==> config.mk <==
export PLATFORM = sky130hd
export DESIGN_NAME = hex7seg_frame
export DESIGN_NICKNAME = d
export VERILOG_FILES = /design/src/rtl/hex7seg_frame_pkg.sv /design/src/rtl/hex7seg_decode.sv /design/src/rtl/hex7seg_frame.sv
export SDC_FILE = /design/constraint.sdc
export NUM_CORES = 1
export LEC_CHECK = 0
export ABC_CLOCK_PERIOD_IN_PS = 2200
export CORE_AREA = 2 2 139 73
export CTS_BUF_LIST = sky130_fd_sc_hd__clkbuf_4 sky130_fd_sc_hd__clkbuf_8 sky130_fd_sc_hd__clkbuf_16
export CTS_CLUSTER_SIZE = 14
export DETAILED_ROUTE_END_ITERATION = 6
export DIE_AREA = 0 0 141 75
export PLACE_DENSITY = 0.72
export SLEW_MARGIN = 20
export SYNTH_ARGS = -nofsm -noshare
export SYNTH_HDL_FRONTEND = slang
export SYNTH_HIERARCHICAL = 1
export SYNTH_SLANG_ARGS = --single-unit
export TNS_END_PERCENT = 5
==> constraint.sdc <==
create_clock -name clk -period 2.2 [get_ports clk]
set_clock_uncertainty 0.1 [all_clocks]
set_input_delay 0.44 -clock clk [delete_from_list [all_inputs] [get_ports clk]]
set_output_delay 0.44 -clock clk [all_outputs]
set_load 0.05 [all_outputs]
==> src/rtl/hex7seg_frame_pkg.sv <==
// Shared definitions for the 4-digit 7-segment frame stage.
// Segment bit order is {dp,g,f,e,d,c,b,a}, and patterns are active-high.
package hex7seg_frame_pkg;
  localparam int NUM_DIGITS = 4;
  localparam logic [7:0] SEG_OFF_HI = 8'h00;

  typedef struct packed {
    logic       dp;
    logic [3:0] nib;
  } digit_t;

  // Hex glyphs, with b and d in lowercase.
  function automatic logic [6:0] hex_glyph(input logic [3:0] n);
    case (n)
      4'h0: hex_glyph = 7'h3F;
      4'h1: hex_glyph = 7'h06;
      4'h2: hex_glyph = 7'h5B;
      4'h3: hex_glyph = 7'h4F;
      4'h4: hex_glyph = 7'h66;
      4'h5: hex_glyph = 7'h6D;
      4'h6: hex_glyph = 7'h7D;
      4'h7: hex_glyph = 7'h07;
      4'h8: hex_glyph = 7'h7F;
      4'h9: hex_glyph = 7'h6F;
      4'hA: hex_glyph = 7'h77;
      4'hB: hex_glyph = 7'h7C;
      4'hC: hex_glyph = 7'h39;
      4'hD: hex_glyph = 7'h5E;
      4'hE: hex_glyph = 7'h79;
      default: hex_glyph = 7'h71;
    endcase
  endfunction
endpackage

==> src/rtl/hex7seg_decode.sv <==
// Combinational digit decoder.
// Converts one nibble plus its decimal point into an active-high {dp,g..a} pattern.
module hex7seg_decode
  import hex7seg_frame_pkg::*;
(
  input  digit_t     dig,
  output logic [7:0] pat
);
  assign pat = {dig.dp, hex_glyph(dig.nib)};
endmodule

==> src/rtl/hex7seg_frame.sv <==
// Shadow/display frame registers with atomic commit, leading-zero blanking,
// per-digit blink and registered segment outputs for the 4-digit scanner.
module hex7seg_frame
  import hex7seg_frame_pkg::*;
#(
  parameter int BLINK_DIV      = 6000000,
  parameter bit SEG_ACTIVE_LOW = 1'b1
) (
  input  logic       clk,
  input  logic       rst,
  input  logic       wr_en,
  input  logic [1:0] wr_addr,
  input  logic [3:0] wr_data,
  input  logic       wr_dp,
  input  logic       commit,
  input  logic [3:0] blink_en,
  input  logic       lzb_en,
  output logic [7:0] seg_a,
  output logic [7:0] seg_b,
  output logic [7:0] seg_c,
  output logic [7:0] seg_d,
  output logic       frame_vld
);
  localparam int CW = (BLINK_DIV > 2) ? $clog2(BLINK_DIV) : 1;
  localparam logic [7:0] SEG_OFF = SEG_ACTIVE_LOW ? ~SEG_OFF_HI : SEG_OFF_HI;

  digit_t [NUM_DIGITS-1:0]       shadow, shadow_nxt, display;
  logic [NUM_DIGITS-1:0][7:0]    glyph, lit, seg_q;
  logic [NUM_DIGITS:0]           lead;
  logic [CW-1:0]                 cnt;
  logic                          phase;
  logic                          vld;

  // A write in the same cycle as a commit is folded into the published frame.
  always_comb begin
    shadow_nxt = shadow;
    if (wr_en) shadow_nxt[wr_addr] = {wr_dp, wr_data};
  end

  always_ff @(posedge clk) begin
    if (rst) begin
      shadow  <= '0;
      display <= '0;
      vld     <= 1'b0;
    end else begin
      shadow <= shadow_nxt;
      if (commit) begin
        display <= shadow_nxt;
        vld     <= 1'b1;
      end
    end
  end

  always_ff @(posedge clk) begin
    if (rst) begin
      cnt   <= '0;
      phase <= 1'b0;
    end else if (cnt == CW'(BLINK_DIV - 1)) begin
      cnt   <= '0;
      phase <= ~phase;
    end else begin
      cnt <= cnt + 1'b1;
    end
  end

  // lead[g] is set while digit g and every digit above it is a blankable zero.
  assign lead[NUM_DIGITS] = lzb_en;

  for (genvar g = 0; g < NUM_DIGITS; g++) begin : g_dig
    hex7seg_decode u_dec (.dig(display[g]), .pat(glyph[g]));
    if (g == 0) begin : g_lsd
      assign lead[g] = 1'b0;
    end else begin : g_hi
      assign lead[g] = lead[g+1] & (display[g] == '0);
    end
    assign lit[g] = (!vld || lead[g] || (phase && blink_en[g])) ? SEG_OFF_HI : glyph[g];
  end

  always_ff @(posedge clk) begin
    if (rst) begin
      seg_q <= {NUM_DIGITS{SEG_OFF}};
    end else begin
      for (int g = 0; g < NUM_DIGITS; g++)
        seg_q[g] <= SEG_ACTIVE_LOW ? ~lit[g] : lit[g];
    end
  end

  assign seg_a     = seg_q[0];
  assign seg_b     = seg_q[1];
  assign seg_c     = seg_q[2];
  assign seg_d     = seg_q[3];
  assign frame_vld = vld;
endmodule

# After elaboration in Yosys (flattened, before gate mapping)
# Memories as Yosys holds them, arrays and structs flattened. A register that Yosys moved wholly into a read port is not among the register bits.
# Index checks and enable logic that the tools add are counted.
# classes
n_lt_le_gt_ge	2
reduce_logical	17
eq_ne	1
muxes	16
bitwise	8
n_addsub	1
# op_table
op	n
$mux 4	8
$mux 8	4
$not 8->8	4
$add 23x1->23 const B	1
$eq 23x23->1 const B	1
$bwmux 20	1
$mux 20	1
$logic_not 5->1	3
$demux 5 s2	1
$logic_or 1x1->1	7
$logic_and 1x1->1	5
$mux 5	1
$and 1x1->1	3
$lt 2x3->1 const B	1
$ge 2x1->1 const B	1
$reduce_or 2->1	1
$logic_not 1->1	1
$not 1->1	1
# word_totals
output_inout_bits	33
input_bits	16
mem_bits_ro	448
register_bits	97
wordCells	72
n_memories	4
# memory_table
memory	words	width	rd	rd_clocked_by_memory_dff	wr	line	text
(no name shown)	16	7	1	1	0	hex7seg_frame_pkg.sv:14	case (n)
(no name shown)	16	7	1	1	0	hex7seg_frame_pkg.sv:14	
(no name shown)	16	7	1	1	0	hex7seg_frame_pkg.sv:14	
(no name shown)	16	7	1	1	0	hex7seg_frame_pkg.sv:14	

# Longest topological paths before layout
# depth
depth_word	8
depth_mapped	7
ltp_nobuf	5

# By module
# The synthesis kept the hierarchy.
# modules_own_cells
mod	n_inst	seq_area_each_um2	area_each_um2	cells_per_inst
hex7seg_frame	1	1941.9	3379.5	342
hex7seg_decode	4	0.0	295.3	34

# Worst setup path after synthesis
# OpenSTA, ideal clock, no wires.
# synth_path
kind	register -> register
startpoint	register cnt[0]
endpoint	register cnt[2]
setup_ns	0.118
path_stages_with_launch	8
slack_ns	0.191
t_arrival_ns	1.791
synth_period_minus_slack_ns	2.009
n_path_buf	2
required_ns	1.982
path_cell_list	dfxtp_1 ha_1 clkbuf_1 inv_1 or4_1 o21bai_2 buf_2 nor2_1
# synth_via
elab_chain_len	2
word_cells_on_any_way	3
cone_classes	add/sub (1); eq/ne (1); reduce/logical (1)
# synth_rtl
element	line	text
start, declared	hex7seg_frame.sv:30	logic [CW-1:0] cnt;
start signal, assigned	hex7seg_frame.sv:62	cnt <= cnt + 1'b1;
branches (longest 2 deep; another with $add 23x1->23)	--	
# Several ways; the timed one is not identified.
# A chain may end at the register's enable or synchronous reset.

# Worst setup path in the final report
# layout_path
startpoint	register vld (netlist: frame_vld)
endpoint	output frame_vld
# layout_lines
element	line	text
start, declared	hex7seg_frame.sv:32	logic vld;
start signal, assigned	hex7seg_frame.sv:44	vld <= 1'b0;
start signal, assigned	hex7seg_frame.sv:49	vld <= 1'b1;
end, declared	hex7seg_frame.sv:22	output logic frame_vld
# No word-level cell between the ends.

==> metrics.txt <==
Final TNS setup=0 ns; drt wl/cell=12.9 um; Die Height=75 um; Die Span X=141 um; clock buffer depth=2; WP buf/inv=1; final hold violation count=0; post-route clock period utilization=0.929; Clock Latency Late Sink=0.34 ns; Register Area=1940 um^2; endpoint class of the critical path=primary output; area occupied by multi-input gates=2360 um^2; ant diodes=0; post-synthesis async set-or-reset flop share=0; most common cell after layout, fill and taps aside=dfxtp_1; dpl cell area=5150 um^2; dpl cells=632; Nets=567; fmax=0.489 GHz; top sig layer=met4; #FFs+latches synth=97; # IOs=49; Post-Syn Instances=478; final wirelength=8350 um; largest net degree at the start of global routing=43; total power=3840 uW; port buffer count=48; syn avg cell area=9.54 um^2; Post-Syn Area=4560 um^2; Worst VDD drop=0.386 mV; Area Growth Syn to Fin=18.9%; core box area=9290 um^2; Die Area=10,600 um^2; minimum clock period=2.04 ns; total grt overflow=0; Post-CTS Hold Fix Bufs=0; Critical Path Fanout Max=3; gr usage total=0.165; initial antenna violation count=0; final non-filler cell total=648; post-cts resize count=0; syn_nets=523; vias per inst=5.14; Final Cell Area=5420 um^2; Critical Setup Path Class=reg -> out; routed wl met3=273 um; RSZ-0062 raised after global routing=no; CP arrival=1.50 ns; max-capacitance violation count=0; leakage power=0.00210 uW; max_slew headroom=0.595; CTS tree=done; Yosys cell types=47; worst-margin pin slew=0.602 ns; number of global-route vias before repair=2,852; share of layout cells above drive strength 1=0.102; Starting DRT DRC Count=165; first-pass GRT wire length=13,800 um; Reg clk slew, reported paths=0.06 ns; CTS root buffer=clkbuf_16; H-Tree Depth=3; Starting Density=0.491; DR DRC count=0; row count=25; via count=3,328; Final Max Tran Viols=0; postcts setup bufs=0; post-route ant nets=0; clk sinks=97; met1 wire length=4260 um; Crit-path slowest cell=clkdlybuf4s50_1; Hold/Removal Path Class=reg -> reg; commonest non-fill, non-tap cells in the layout=dfxtp_1, nor2_1, clkdlybuf4s50_1; TritonCTS Buffers=9; worst-path cell chain=clkdlybuf4s50_1; Top FF cell, synth=dfxtp_1; Warnings, synthesis=6; Critical Path RT=1.66 ns; CP startpoint kind=flip-flop; CP peak stage delay=0.81 ns; Fillers=811; post-synthesis sequential area ratio=0.426; delay-heaviest family, CP=buffers and inverters; Pre-antenna DRT Iters=4; number of synthesized flops with an enable pin=0; status=complete, no violations; pwr dens=709 nW/um^2; # setup viols final=0; met2 wire len=3730 um; routability cong.=0.765; HPWL after DPL=5630 um
-- sequential cells by signal, summed over array words and instances, names as in the netlist --
register   cells
cnt           23
display       20
frame_vld      1
phase          1
seg_a          8
seg_b          8
seg_c          8
seg_d          8
shadow        20
-- worst register-to-register path: cells and delay by family (launching register included) --
| family | cells | cell delay, ns |
|---|---|---|
| simple gates | 3 | 1.28 |
| flops | 1 | 0.43 |
| compound gates | 1 | 0.14 |
-- where the power goes --
part           switching, uW  internal [uW]  total [uW]
clock                    616            796        1410
sequential              56.3           1830        1880
combinational            310            237         547
-- layout make-up --
cell class,instances,share of cell area
tap,121,0.0279
clock inverter,4,0.00369
multi-input combinational,327,0.436
timing repair buffer,60,0.110
clock buffer,12,0.0457
sequential,97,0.358
inverter,27,0.0187
-- synthesized netlist by cell type (2+ instances only) --
| cell | n | area, um^2 |
|---|---|---|
| dfxtp_1 | 97 | 1940 |
| nor2_1 | 61 | 229 |
| nand2_1 | 40 | 150 |
| ha_1 | 29 | 363 |
| mux2i_1 | 28 | 280 |
| inv_1 | 27 | 101 |
| a211oi_1 | 22 | 165 |
| a21oi_1 | 20 | 100 |
| clkbuf_1 | 13 | 48.8 |
| mux2_2 | 12 | 135 |
| nand3_1 | 9 | 45.0 |
| nor3_1 | 9 | 45.0 |
| xor2_1 | 8 | 70.1 |
| buf_2 | 6 | 30.0 |
| nand2b_1 | 6 | 37.5 |
| nand3b_1 | 6 | 45.0 |
| nand4_1 | 6 | 37.5 |
| o21ai_0 | 6 | 30.0 |
| or3_1 | 6 | 37.5 |
| xnor2_1 | 6 | 52.6 |
| a31o_1 | 4 | 35.0 |
| buf_4 | 4 | 30.0 |
| buf_6 | 4 | 45.0 |
| mux4_1 | 4 | 105 |
| nor2b_1 | 4 | 25.0 |
| nor4_1 | 4 | 25.0 |
| o31a_2 | 4 | 40.0 |
| o32a_1 | 4 | 40.0 |
| or2b_1 | 4 | 30.0 |
| or4_1 | 4 | 30.0 |
| or4_4 | 3 | 33.8 |
| and3_1 | 2 | 12.5 |
| nand4b_1 | 2 | 17.5 |
-- stage by stage --
step           setup WS, ns  hold WS [ns]   util
2_1_floorplan         0.191         0.326      -
3_3_place_gp          0.240         0.273  0.555
3_5_place_dp          0.182         0.271  0.555
4_1_cts               0.142         0.286  0.584
5_1_grt              0.0703         0.294  0.584
6_report              0.157         0.286  0.584
-- cells by family (layout without fill, tap and decap cells) --
kind of cell | Yosys count | after routing | synth area share
compound gates | 65 | 65 | 0.0999
fa+ha+maj | 29 | 29 | 0.0796
buf+inv | 54 | 103 | 0.0560
flops | 97 | 97 | 0.426
simple gates | 175 | 175 | 0.198
mux | 44 | 44 | 0.114
xor+xnor | 14 | 14 | 0.0269
-- worst paths after layout --
kind               endpoint  depth (start not counted)  slack, ns  startpoint
setup / recovery  frame_vld                          1       0.16   frame_vld
hold / removal     seg_a[7]                          1       0.29  display[4]
hold reg to reg    seg_a[7]                          1       0.29  display[4]
setup reg to reg    cnt[21]                          4       0.19      cnt[6]
-- layer usage --
| metal | track usage | up-vias |
|---|---|---|
| met1 | 0.218 | 1540 |
| met4 | 0.0500 | 0 |
| met2 | 0.262 | 36 |
| li1 | - | 1744 |
| met5 | 0 | - |
| met3 | 0.0534 | 8 |
No activity file was read; power rests on OpenSTA's default activity.
